[config.mk]
export PLATFORM = sky130hd
export DESIGN_NAME = pipe_stage_reg
export DESIGN_NICKNAME = d
export VERILOG_FILES = /design/src/rtl/pipe_stage_reg.sv
export SDC_FILE = /design/constraint.sdc
export NUM_CORES = 1
export LEC_CHECK = 0
export CELL_PAD_IN_SITES_DETAIL_PLACEMENT = 0
export CELL_PAD_IN_SITES_GLOBAL_PLACEMENT = 1
export CORE_MARGIN = 1.5
export CORE_UTILIZATION = 22
export CTS_CLUSTER_DIAMETER = 60
export DETAILED_ROUTE_END_ITERATION = 10
export PLACE_DENSITY_LB_ADDON = 0.1
export SLEW_MARGIN = 20
export SYNTH_ARGS = -nofsm -noshare
export SYNTH_HDL_FRONTEND = slang
export SYNTH_SLANG_ARGS = --single-unit
[constraint.sdc]
create_clock -name clk -period 1.1 [get_ports clk]
set_input_delay 0.22 -clock clk [delete_from_list [all_inputs] [get_ports clk]]
set_output_delay 0.22 -clock clk [all_outputs]
set_load 0.005 [all_outputs]
[src/rtl/pipe_stage_reg.sv]
// Parametrised MIPS pipeline boundary register: payload plus PC+4, ExcCode, delay-slot and valid sideband.
// Optional stall/bubble performance counters are built when PIPE_STAGE_PERF_EN is defined.
module pipe_stage_reg #(
  parameter int unsigned DW             = 32,
  parameter logic [31:0] PC4_RESET      = 32'h0000_3004,
  parameter logic [31:0] PC4_FLUSH      = 32'h0000_4184,
  parameter bit          KEEP_PC_ON_CLR = 1'b1
) (
  input  logic          clk,
  input  logic          reset,
  input  logic          EN,
  input  logic          CLR,
  input  logic          FLUSH,
  input  logic [DW-1:0] data_in,
  input  logic [31:0]   pc_4_in,
  input  logic [6:2]    exc_in,
  input  logic [6:2]    exc_new_in,
  input  logic          bd_in,
  input  logic          valid_in,
  output logic [DW-1:0] data_out,
  output logic [31:0]   pc_4_out,
  output logic [6:2]    exc_out,
  output logic          bd_out,
  output logic          valid_out,
  output logic [31:0]   stall_cnt,
  output logic [31:0]   bubble_cnt
);

  localparam int unsigned CW = 32;

  logic [DW-1:0] data_q, data_d;
  logic [31:0]   pc_4_q, pc_4_d;
  logic [6:2]    exc_q, exc_d;
  logic          bd_q, bd_d;
  logic          valid_q, valid_d;
  logic [6:2]    exc_merged;

  // Older exception wins; a non-instruction slot never carries an ExcCode.
  always_comb begin
    exc_merged = 5'(0);
    if (valid_in) begin
      exc_merged = (exc_in != 5'(0)) ? exc_in : exc_new_in;
    end
  end

  // Next-state selection: FLUSH > CLR > hold > load.
  always_comb begin
    data_d  = data_q;
    pc_4_d  = pc_4_q;
    exc_d   = exc_q;
    bd_d    = bd_q;
    valid_d = valid_q;
    if (FLUSH) begin
      data_d  = DW'(0);
      pc_4_d  = PC4_FLUSH;
      exc_d   = 5'(0);
      bd_d    = 1'b0;
      valid_d = 1'b0;
    end else if (CLR) begin
      data_d  = DW'(0);
      exc_d   = 5'(0);
      valid_d = 1'b0;
      pc_4_d  = KEEP_PC_ON_CLR ? pc_4_in : 32'(0);
      bd_d    = KEEP_PC_ON_CLR ? bd_in : 1'b0;
    end else if (EN) begin
      data_d  = data_in;
      pc_4_d  = pc_4_in;
      exc_d   = exc_merged;
      bd_d    = bd_in;
      valid_d = valid_in;
    end
  end

  always_ff @(posedge clk) begin
    if (reset) begin
      data_q  <= DW'(0);
      pc_4_q  <= PC4_RESET;
      exc_q   <= 5'(0);
      bd_q    <= 1'b0;
      valid_q <= 1'b0;
    end else begin
      data_q  <= data_d;
      pc_4_q  <= pc_4_d;
      exc_q   <= exc_d;
      bd_q    <= bd_d;
      valid_q <= valid_d;
    end
  end

  assign data_out  = data_q;
  assign pc_4_out  = pc_4_q;
  assign exc_out   = exc_q;
  assign bd_out    = bd_q;
  assign valid_out = valid_q;

`ifdef PIPE_STAGE_PERF_EN
  logic [CW-1:0] stall_cnt_q, stall_cnt_d;
  logic [CW-1:0] bubble_cnt_q, bubble_cnt_d;

  // Saturating counters: a held real instruction is a stall, a CLR without FLUSH is a bubble.
  always_comb begin
    stall_cnt_d  = stall_cnt_q;
    bubble_cnt_d = bubble_cnt_q;
    if (!EN && !CLR && !FLUSH && valid_q && (stall_cnt_q != {CW{1'b1}})) begin
      stall_cnt_d = stall_cnt_q + CW'(1);
    end
    if (CLR && !FLUSH && (bubble_cnt_q != {CW{1'b1}})) begin
      bubble_cnt_d = bubble_cnt_q + CW'(1);
    end
  end

  always_ff @(posedge clk) begin
    if (reset) begin
      stall_cnt_q  <= CW'(0);
      bubble_cnt_q <= CW'(0);
    end else begin
      stall_cnt_q  <= stall_cnt_d;
      bubble_cnt_q <= bubble_cnt_d;
    end
  end

  assign stall_cnt  = stall_cnt_q;
  assign bubble_cnt = bubble_cnt_q;
`else
  assign stall_cnt  = CW'(0);
  assign bubble_cnt = CW'(0);
`endif

endmodule
==> qor.csv <==
stage;metric;value;unit
floorplan;Die W;123;µm
worst_setup_path;Required @ worst endpoint;1360;ps
global_routing;Overflow after GRT;0;
global_routing;initial antenna violation count;0;
power;Psw;1490;µW
floorplan;initial core utilization;0.227;
floorplan;io pins;216;
yosys;synth top area cells;dfxtp_1, buf_4, mux2i_1;
clock_network;worst skew pair latency;320;ps
clock_network;CTS Buffer Depth;2;
route;ANT nets after route;0;
final_layout;ANT cells;0;
power;Clock power frac;0.422;
clock_network;root buf cell;clkbuf_16;
clock_network;CTS tree;built;
timing;Worst Skew;0;ps
timing;setup TNS;0;ps
worst_setup_path;CP max FO;8;
power;switching portion of total power;0.239;
final_layout;FILL cells;1505;
clock_network;TritonCTS buffer count;9;
run_status;status;finished clean;
global_routing;global-route wire length before repair;13400;µm
route;Vias per Instance;3.79;
timing;fin crit share;0.976;
route;drt first-iter violations;69;
worst_setup_path;crit path DAT;1330;ps
power;peak supply drop;0.000523;V
yosys;Yosys warning total;0;
power;combinational power share;0.144;
yosys;Mapped Area;3190;µm²
clock_network;clock-pin slew on the worst setup and hold paths;50;ps
placement;cell area after placement;4720;µm²
global_routing;gr usage total;0.117;
power;Sequential Power Share;0.434;
final_layout;Final nets;587;
timing;Hold Violations, Final;0;
final_layout;Syn-to-layout area delta;53.4;%
yosys;Avg Cell Area, Syn;9.34;µm²
clock_network;clock sink total;71;
route;detailed-route via count;2615;
route;final WL;8960;µm
global_routing;largest net degree at the start of global routing;35;
final_layout;post-route cell area;4900;µm²
route;routed len/inst;13.0;µm
placement;number of port buffers;151;
route;1st-pass router iterations;4;
timing;max frequency;932;MHz
placement;dpl hpwl;6200;µm
final_layout;most frequent cells in the layout;clkdlybuf4s50_1, conb_1, nand2_1, dfxtp_2;
timing;Final Critical Period;1070;ps
worst_setup_path;CP Class;in2reg;
power;pwr dens;1270;nW/µm²
global_routing;number of global-route vias before repair;2547;
floorplan;FP Rows;43;
floorplan;Die ar.;15200;µm²
min_path;worst hold-check path type;in2reg;
timing;max-slew violations;0;
yosys;Synth top area share;0.445;
yosys;Seq/Total Area, Yosys;0.445;
flow_run;Max-Cap Viols;0;
yosys;Distinct cells, synth;22;
placement;Routability Congestion;0.713;
final_layout;leading cell type in the layout, fill and taps excluded;clkdlybuf4s50_1;
yosys;Seq cells post-synth;71;
route;# DRC;0;
worst_setup_path;critical path endpoint category;register;
clock_network;H-tree depth;3;
final_layout;layout cells sized above 1;0.392;
floorplan;Die Y-Extent;123;µm
timing;Setup Viol. Count Final;0;
yosys;leading area contributor after synthesis;dfxtp_1;
power;design internal power;4730;µW
floorplan;Core ar.;14000;µm²
power;leakage power;0.00222;µW
yosys;synthesized instance count;342;
worst_setup_path;startpoint types;primary input;
-- state kept, by name (all words and copies together) (netlist names) --
| signal | count |
|---|---|
| data_out | 32 |
| pc_4_out | 32 |
| exc_out | 5 |
| bd_out | 1 |
| valid_out | 1 |
-- path summary, 6_finish.rpt --
path / startpoint / end / slack (ps) / cells past startpoint
max: CLR / data_out[29] / 30 / 5
min: FLUSH / pc_4_out[12] / 290 / 2
max reg2reg: data_out[30] / data_out[30] / 380 / 3
min reg2reg: pc_4_out[4] / pc_4_out[4] / 450 / 2
-- metrics by stage --
stage	hold slack, ps	setup WS, ps	total power, µW	instances	utilization
final	292	26.5	6220	690	0.349
after global routing	308	-4.96	6540	690	0.349
after CTS	279	0.593	6350	687	0.367
after detailed placement	447	-522	3660	667	0.336
after global placement	439	-490	3660	667	0.336
after floorplan	289	15.3	3270	405	-
-- critical path, cell delays in order --
cell	delay [ps]
dlygate4sd2_1	280
or3_4	420
buf_4	170
buf_16	150
nor2_2	100
-- timing repair --
item / in CTS / in global routing
hold buffers: 0 / 0
pin swaps: 2 / 0
endpoints found under the setup margin: 142 / 61
setup buffers: 2 / 3
cloned: 3 / 0
gates resized for setup: 231 / 72
-- kinds of logic (layout without fill, tap and decap cells) --
group	after synthesis	in the layout	synth area share
buf+inv	87	192	0.200
flops	71	71	0.445
mux	35	35	0.110
compound gates	42	42	0.0878
simple gates	106	106	0.156
other cells	1	64	0.00117
-- Yosys cell counts (all sizes together) --
cell and instances:
buf 82, dfxtp 71, nand2 62, mux2i 35, nor2 35, a21oi 28
a31oi 7, inv 5, o2bb2ai 5, nor3 3, o21bai 2, or2 2
conb 1, nand3 1, nand3b 1, nor4 1, or3 1
-- metal layers --
layer | wire (µm) | up-vias | track usage
met1 | 3950 | 1169 | 0.148
met4 | 111 | 0 | 0.0409
met2 | 4140 | 128 | 0.182
li1 | - | 1308 | -
met5 | 0 | - | 0
met3 | 757 | 10 | 0.0443
-- final cells by class --
| class | count | area [µm²] | share of cell area |
|---|---|---|---|
| clock buffers | 11 | 243 | 0.0496 |
| clock inverters | 4 | 22.5 | 0.00460 |
| inverters | 5 | 18.8 | 0.00383 |
| multi-input cells | 247 | 1390 | 0.283 |
| flip-flops and latches | 71 | 1490 | 0.303 |
| well taps | 180 | 225 | 0.0460 |
| repair buffers | 172 | 1520 | 0.310 |
-- power by group through the flow --
| stage | Combinational [µW] | Clock (µW) | Sequential (µW) |
|---|---|---|---|
| CTS | 932 | 2720 | 2700 |
| global route | 986 | 2850 | 2710 |
| floorplan | 522 | 0 | 2750 |
| finish | 894 | 2630 | 2700 |
| global placement | 917 | 0 | 2750 |
| detailed placement | 917 | 0 | 2750 |
(Power assumes the default switching activity.)
